<file path="src/rtl/fetch_queue.sv">
// Fetch queue between the fetch and decode stages. Holds up to DEPTH
// {pc, instr} entries in a circular buffer, pre-decodes J-type jumps on the
// push side and redirects fetch, then drops the one delay-slot word that
// fetch delivers after the jump was seen.
module fetch_queue #(
  parameter int DEPTH = 4
) (
  input  logic        clk,
  input  logic        reset,
  input  logic        in_valid,
  input  logic [29:0] in_pc,
  input  logic [31:0] in_instr,
  output logic        in_ready,
  output logic        out_valid,
  output logic [29:0] out_pc,
  output logic [31:0] out_instr,
  input  logic        out_ready,
  input  logic        flush,
  output logic        jump_en,
  output logic [29:0] jump_addr,
  output logic [3:0]  count
);

  localparam int          PTR_W    = $clog2(DEPTH);
  localparam logic [3:0]  FULL_CNT = 4'(DEPTH);
  localparam logic [5:0]  OP_J     = 6'b000010;

  typedef enum logic {
    IDLE,
    SQUASH
  } state_e;

  typedef struct packed {
    logic [29:0] pc;
    logic [31:0] instr;
  } entry_t;

  entry_t             mem_q [DEPTH];
  logic [PTR_W-1:0]   rd_ptr_q, rd_ptr_d;
  logic [PTR_W-1:0]   wr_ptr_q, wr_ptr_d;
  logic [3:0]         count_q, count_d;
  state_e             state_q;

  logic squash;
  logic full;
  logic empty;
  logic push;
  logic pop;
  logic is_jump;
  entry_t head;

  function automatic logic [PTR_W-1:0] next_ptr(input logic [PTR_W-1:0] p);
    return (p == PTR_W'(DEPTH - 1)) ? '0 : p + 1'b1;
  endfunction

  // Handshake, pre-decode and head presentation.
  assign squash  = (state_q == SQUASH);
  assign full    = (count_q == FULL_CNT);
  assign empty   = (count_q == 4'd0);
  assign is_jump = (in_instr[31:26] == OP_J);

  // The squashed word is swallowed, so fetch always sees ready while squashing.
  assign in_ready  = squash | ~full;
  assign out_valid = ~empty;
  assign push      = in_valid & ~full & ~flush & ~squash & ~reset;
  assign pop       = ~empty & out_ready & ~flush;

  assign jump_en   = push & is_jump;
  assign jump_addr = jump_en ? {in_pc[29:28], in_instr[25:0], 2'b00} : '0;

  assign head      = mem_q[rd_ptr_q];
  assign out_pc    = out_valid ? head.pc    : '0;
  assign out_instr = out_valid ? head.instr : '0;
  assign count     = count_q;

  // Next pointer and occupancy values; flush returns the queue to empty.
  always_comb begin
    // NOTE: every next-state signal gets its hold value first so no path leaves it unassigned (no latch).
    rd_ptr_d = rd_ptr_q;
    wr_ptr_d = wr_ptr_q;
    count_d  = count_q;
    if (flush) begin
      rd_ptr_d = '0;
      wr_ptr_d = '0;
      count_d  = 4'd0;
    end else begin
      if (push) wr_ptr_d = next_ptr(wr_ptr_q);
      if (pop)  rd_ptr_d = next_ptr(rd_ptr_q);
      if (push && !pop)      count_d = count_q + 4'd1;
      else if (pop && !push) count_d = count_q - 4'd1;
    end
  end

  // Pointer and occupancy registers.
  always_ff @(posedge clk or posedge reset) begin
    // NOTE: state registers use non-blocking assignments so every flop samples pre-edge values.
    if (reset) begin
      rd_ptr_q <= '0;
      wr_ptr_q <= '0;
      count_q  <= 4'd0;
    end else begin
      rd_ptr_q <= rd_ptr_d;
      wr_ptr_q <= wr_ptr_d;
      count_q  <= count_d;
    end
  end

  // Entry storage written at the tail on each accepted push.
  // NOTE: the array has no reset; occupancy alone decides which entries are live.
  always_ff @(posedge clk) begin
    if (push) mem_q[wr_ptr_q] <= '{pc: in_pc, instr: in_instr};
  end

  // Squash FSM: arm on a pre-decoded jump, disarm after dropping one word.
  always_ff @(posedge clk or posedge reset) begin
    if (reset) begin
      state_q <= IDLE;
    end else if (flush) begin
      state_q <= IDLE;
    end else begin
      case (state_q)
        IDLE:    if (jump_en)  state_q <= SQUASH;
        SQUASH:  if (in_valid) state_q <= IDLE;
        default: state_q <= IDLE;
      endcase
    end
  end

endmodule

</file>
<file path="config.mk">
export PLATFORM = sky130hd
export DESIGN_NAME = fetch_queue
export DESIGN_NICKNAME = d
export VERILOG_FILES = /design/src/rtl/fetch_queue.sv
export SDC_FILE = /design/constraint.sdc
export NUM_CORES = 1
export LEC_CHECK = 0
export BUFFER_PORTS_ARGS = -buffer_cell sky130_fd_sc_hd__buf_4
export CAP_MARGIN = 20
export CORE_MARGIN = 8
export CORE_UTILIZATION = 60
export CTS_CLUSTER_SIZE = 14
export DETAILED_ROUTE_END_ITERATION = 6
export HOLD_SLACK_MARGIN = 0.08
export PLACE_DENSITY = 0.88
export SLEW_MARGIN = 15
export SYNTH_ARGS = -nofsm -noshare
export SYNTH_HDL_FRONTEND = slang
export SYNTH_SLANG_ARGS = --single-unit
</file>
<file path="constraint.sdc">
create_clock -name clk -period 6.5 [get_ports clk]
set_input_delay 0 -clock clk [delete_from_list [all_inputs] [get_ports clk]]
set_output_delay 0 -clock clk [all_outputs]
set_load 0.05 [all_outputs]
</file>
# ---- Word level (Yosys, flattened, before mapping)
# Memories as Yosys holds them, arrays and structs flattened.
# Cells that the tools add are included.
# W data, S select, Z words.
dict set report classes {
  shift 0
  div_mod_pow 0
  order_cmp 0
  mux 18
  eq_ne 4
  addsub 4
  reduce_logical 8
  mul 0
  n_bitwise 13
}
# operator n
set ops {}
lappend ops {{$mux W30} 2}
lappend ops {{$mux W32} 1}
lappend ops {{$mux W2} 6}
lappend ops {{$mux W4} 3}
lappend ops {{$and A1 B1 Y1} 7}
lappend ops {{$eq A6 B2 Y1 const B} 1}
lappend ops {{$mux W1} 5}
lappend ops {{$not A1 Y1} 5}
lappend ops {{$add A2 B1 Y2 const B} 2}
lappend ops {{$add A4 B1 Y4 const B} 1}
lappend ops {{$eq A2 B2 Y1 const B} 2}
lappend ops {{$eq A4 B3 Y1 const B} 1}
lappend ops {{$logic_not A4 Y1} 1}
lappend ops {{$reduce_bool A2 Y1} 2}
lappend ops {{$sub A4 B1 Y4 const B} 1}
lappend ops {{$reduce_bool A3 Y1} 1}
lappend ops {{$logic_and A1 B1 Y1} 2}
lappend ops {{$logic_not A1 Y1} 2}
lappend ops {{$pmux W1 S2} 1}
lappend ops {{$or A1 B1 Y1} 1}
dict set report totals {
  latchBits 0
  mem_count 1
  input_bits 67
  ramBits 248
  rom_bits 0
  regBits 9
}
# memory depth word_bits rd rd_ports_with_merged_regs write_ports line
set mem_list {}
lappend mem_list {mem_q 4 62 1 0 1 38} ;# entry_t mem_q [DEPTH];

# ---- Depth between registers and ports, before layout
dict set report logic_depth {
  word_depth 11
  depth_mapped 9
}

# ---- Worst setup path before layout
# OpenSTA, ideal clock, no wires.
dict set report synth_timing {
  path_kind {register to register}
  startpoint {reg count_q[0] (netlist: count[0])}
  endpoint {mem mem_q[0][0] (netlist bit), enable pin}
  path_buffers 0
  required_time_ns 6.073
  stages_incl_launch_ff 3
  setup_slack_ns 3.586
  period_less_slack_ns 2.914
  arrival_time_ns 2.487
  setup_ns 0.427
  path_cell_list {dfrtp_1 -> or4b_4 -> and3_1}
}
dict set report synth_via {
  elab_chain_cells 8
}
# element line
set synth_rtl {}
lappend synth_rtl {{from (decl)} 41} ;# logic [3:0] count_q, count_d;
lappend synth_rtl {{from (signal assigned)} 104} ;# count_q <= count_d;
lappend synth_rtl {{$eq A4 B3 Y1} 58} ;# assign full = (count_q == FULL_CNT);
lappend synth_rtl {{$not A1 Y1} 65} ;# assign push = in_valid & ~full & ~flush & ~squash & ~reset;
lappend synth_rtl {{$and A1 B1 Y1 (4 in series)} 65}
lappend synth_rtl {{$mux W1} 111} ;# if (push) mem_q[wr_ptr_q] <= '{pc: in_pc, instr: in_instr};
lappend synth_rtl {{$mux W1 (implied by the code)} 111}
lappend synth_rtl {{to (decl)} 38}
# Every way passes these cells.

# ---- Final worst setup path
dict set report layout_timing {
  startpoint {reg rd_ptr_q[0]}
  endpoint {out out_pc[19]}
}
dict set report layout_via {
  elab_chain_cells 2
}
# element line
set layout_rtl {}
lappend layout_rtl {{from (decl)} 39} ;# logic [PTR_W-1:0] rd_ptr_q, rd_ptr_d;
lappend layout_rtl {{from (signal assigned)} 102} ;# rd_ptr_q <= rd_ptr_d;
lappend layout_rtl {{$mem_v2 Z4 W62} --}
lappend layout_rtl {{$mux W30} 72} ;# assign out_pc = out_valid ? head.pc : '0;
lappend layout_rtl {{to (decl)} 15} ;# output logic [29:0] out_pc,
# Every way passes these cells.

==> run metrics <==
fin cells around 970; Cell variety after synth 40; CTS clk-pin slew, worst paths approximately 0.060 ns; min-delay worst type input pin to flop; number of synthesized register bits around 260; most frequent cell after synthesis edfxtp_1; Peak VDD IR 0.3387 mV; Worst Clk Skew 0.008486 ns; Cell Area, Placed about 12000 µm²; Port Buffers between 150 and 200; synth warn 0; CTS root buf clkbuf_16; vias about 5.6k; Sink Count ~260; Iteration-0 DRC Markers between 300 and 400; Avg Cell Area, Syn 20.58 µm²; final setup fails 0; largest net degree at the start of global routing 64; clock tree buffer depth 3; Post-synth EDFFs 248; via/cell ratio approximately 5.8; CP arrival 2.85 ns; post-cts sizing count 0; layout net count approximately 800; antenna-violating nets left 0; Fillers between 800 and 900; total gr overflow 0; clock buffer count from CTS 25; status finished clean; TritonRoute pass-1 iters 5; TritonCTS clock tree done; final std cell area, no fill ~13000 µm²; GRT Total Usage 0.2057; Hold Fails Final Rpt 0; Synth Cell Area ~10000 µm²; layout overhead on the synthesized area 28.29%; dominant synthesized flop cell edfxtp_1; Final WS setup around 3.7 ns; initial core utilization 0.6145; share of layout cells above drive strength 1 0.3720; Yosys top cell by area edfxtp_1; GPL Wtd Cong between 0.7 and 0.8; clk_lat worst skew approximately 0.5 ns; RSZ-0062 raised after global routing no; Worst Setup End Kind primary output; die area between 20000 and 25000 µm²; dpl ws a little under 4 ns; Wirelength per Cell 22.69 µm; Critical Path RT 6.50 ns; I/O pin cnt 166; Post-Route Setup TNS 0 ns; first-pass GRT wire length approximately 35 mm; FMAX between 300 and 400 MHz; Total Power between 0.005 and 0.006 W; Synth top area share 0.7283; Residual DRC 0; Async S/R FF share, synth 0.03502; core area 16640 µm²; Die W 146.6 µm; Setup CP Type flop to primary output; crit-path max FO 28; leakage power 4.664 nW; Post-DP HPWL approximately 13 mm; Placed Cells approximately 860; CTS H-tree depth 1; Synth top cells by count 248 x edfxtp_1, 62 x mux4_2, 49 x nor2b_1; initial antenna violation count 1; final WL between 20 and 25 mm; Final Critical Period ~2.8 ns; Synth Instances about 500; synth top area cells edfxtp_1 73%, mux4_2 14%, nor2b_1 3.0%, dfrtp_1 2.2%, and2_1 1.7%; Max-Cap Viols 0; fin. max-slew vios 0; startpoint types flop; site row count between 40 and 50; sequential area share after synthesis 0.7503; via count of the first global-routing pass slightly above 6k; DIE HEIGHT roughly 150 µm; Tcrit/Tclk final 0.4379; Slew headroom 0.3493; slew of the pin with the lowest slew margin approximately 0.98 ns; Cell Pwr Density approximately 420 nW/µm²
[worst paths after layout]
check / from / cells past startpoint / to / slack (ns)
max: rd_ptr_q[0]$_DFFE_PP0P_ / 5 / out_pc[19] / 3.65
min: in_pc[9] / 2 / mem_q[3][41]$_DFFE_PP_ / 0.24
max reg2reg: squash$_DFF_PP0_ / 8 / count[3]$_DFFE_PP0P_ / 3.92
min reg2reg: wr_ptr_q[1]$_DFFE_PP0P_ / 2 / wr_ptr_q[1]$_DFFE_PP0P_ / 0.61
max in group asynchronous: reset / 4 / rd_ptr_q[0]$_DFFE_PP0P_ / 5.60
min in group asynchronous: reset / 4 / squash$_DFF_PP0_ / 0.62
[registers in the layout (all words and copies together) (netlist names)]
| name | flops |
|---|---|
| mem_q | 248 |
| squash | 1 |
| rd_ptr_q | 2 |
| count | 4 |
| wr_ptr_q | 2 |
[stage by stage]
step | hold WS [ns] | utilization
2_1_floorplan | -0.1721 | -
6_report | 0.2440 | 0.7883
3_5_place_dp | 0.0002365 | 0.7008
3_3_place_gp | -0.01463 | 0.7008
4_1_cts | 0.2290 | 0.7869
5_1_grt | 0.2379 | 0.7881
[metal layers]
metal | track usage | vias to the layer above | wire length (µm)
met4 | 0.04173 | 0 | 315
met5 | 0 | - | 0
met1 | 0.2697 | 2883 | 9085
met3 | 0.04790 | 33 | 1611
met2 | 0.3472 | 228 | 11020
li1 | - | 2444 | -
[logic make-up after synthesis]
logic type | Yosys count | share of synthesized area
DFF | 257 | 0.7503
muxes | 65 | 0.1395
adders and majority gates | 8 | 0.01052
and+or+nand+nor | 118 | 0.07451
buffers and inverters | 34 | 0.01468
AOI/OAI and AO/OA | 12 | 0.008443
xor gates and xnor gates | 2 | 0.001713
other | 1 | 0.0003667
[repair_timing]
item | in CTS | in global routing
hold endpoints to repair | 266 | 0
hold buffers | 67 | 0
buffers inserted | 0 | 0
[worst max-delay path, stage by stage, from the launching register on]
cell	delay, ns
dfrtp_4	0.55
buf_4	0.51
buf_12	0.31
mux4_2	0.54
nor2b_1	0.16
buf_4	0.23
[placed cells by master (no fill, tap or decap), types with 2 or more instances in the layout]
cell / netlist / routed
dlygate4sd3_1: 0 / 67
clkinv_2: 0 / 7
nor2_1: 6 / 6
a21oi_1: 4 / 4
bufinv_16: 0 / 2
clkinv_1: 0 / 6
o21ai_0: 3 / 3
and3_4: 0 / 4
nor3_1: 3 / 3
mux2i_1: 3 / 3
buf_4: 3 / 166
nor3b_1: 2 / 2
nor2b_1: 49 / 49
conb_1: 1 / 2
ha_1: 7 / 7
dfrtp_1: 9 / 7
inv_1: 7 / 7
clkbuf_16: 0 / 25
and2b_1: 14 / 14
mux4_2: 62 / 62
edfxtp_1: 248 / 248
and2_1: 28 / 28
clkbuf_1: 13 / 3
[area by class of cell]
class	instances	area [µm²]	area share
Timing Repair Buffer	234	1937	0.1476
Sequential cell	257	7677	0.5852
Inverter	8	30.03	0.002289
Tap cell	220	275.3	0.02098
Multi-Input combinational cell	207	2434	0.1855
Antenna cell	1	2.502	0.0001907
Clock inverter	16	126.4	0.009633
Clock buffer	28	636.9	0.04855
[report_power, final]
group	leakage [nW]	internal, W	total [W]	switching, W
logic	1.92	0.000747	0.00221	0.00146
registers	2.36	0.00186	0.00192	0.0000583
clock network	0.381	0.000781	0.00135	0.000572
total	4.66	0.00339	0.00548	0.00209
Power figures use the tool's default switching activity.
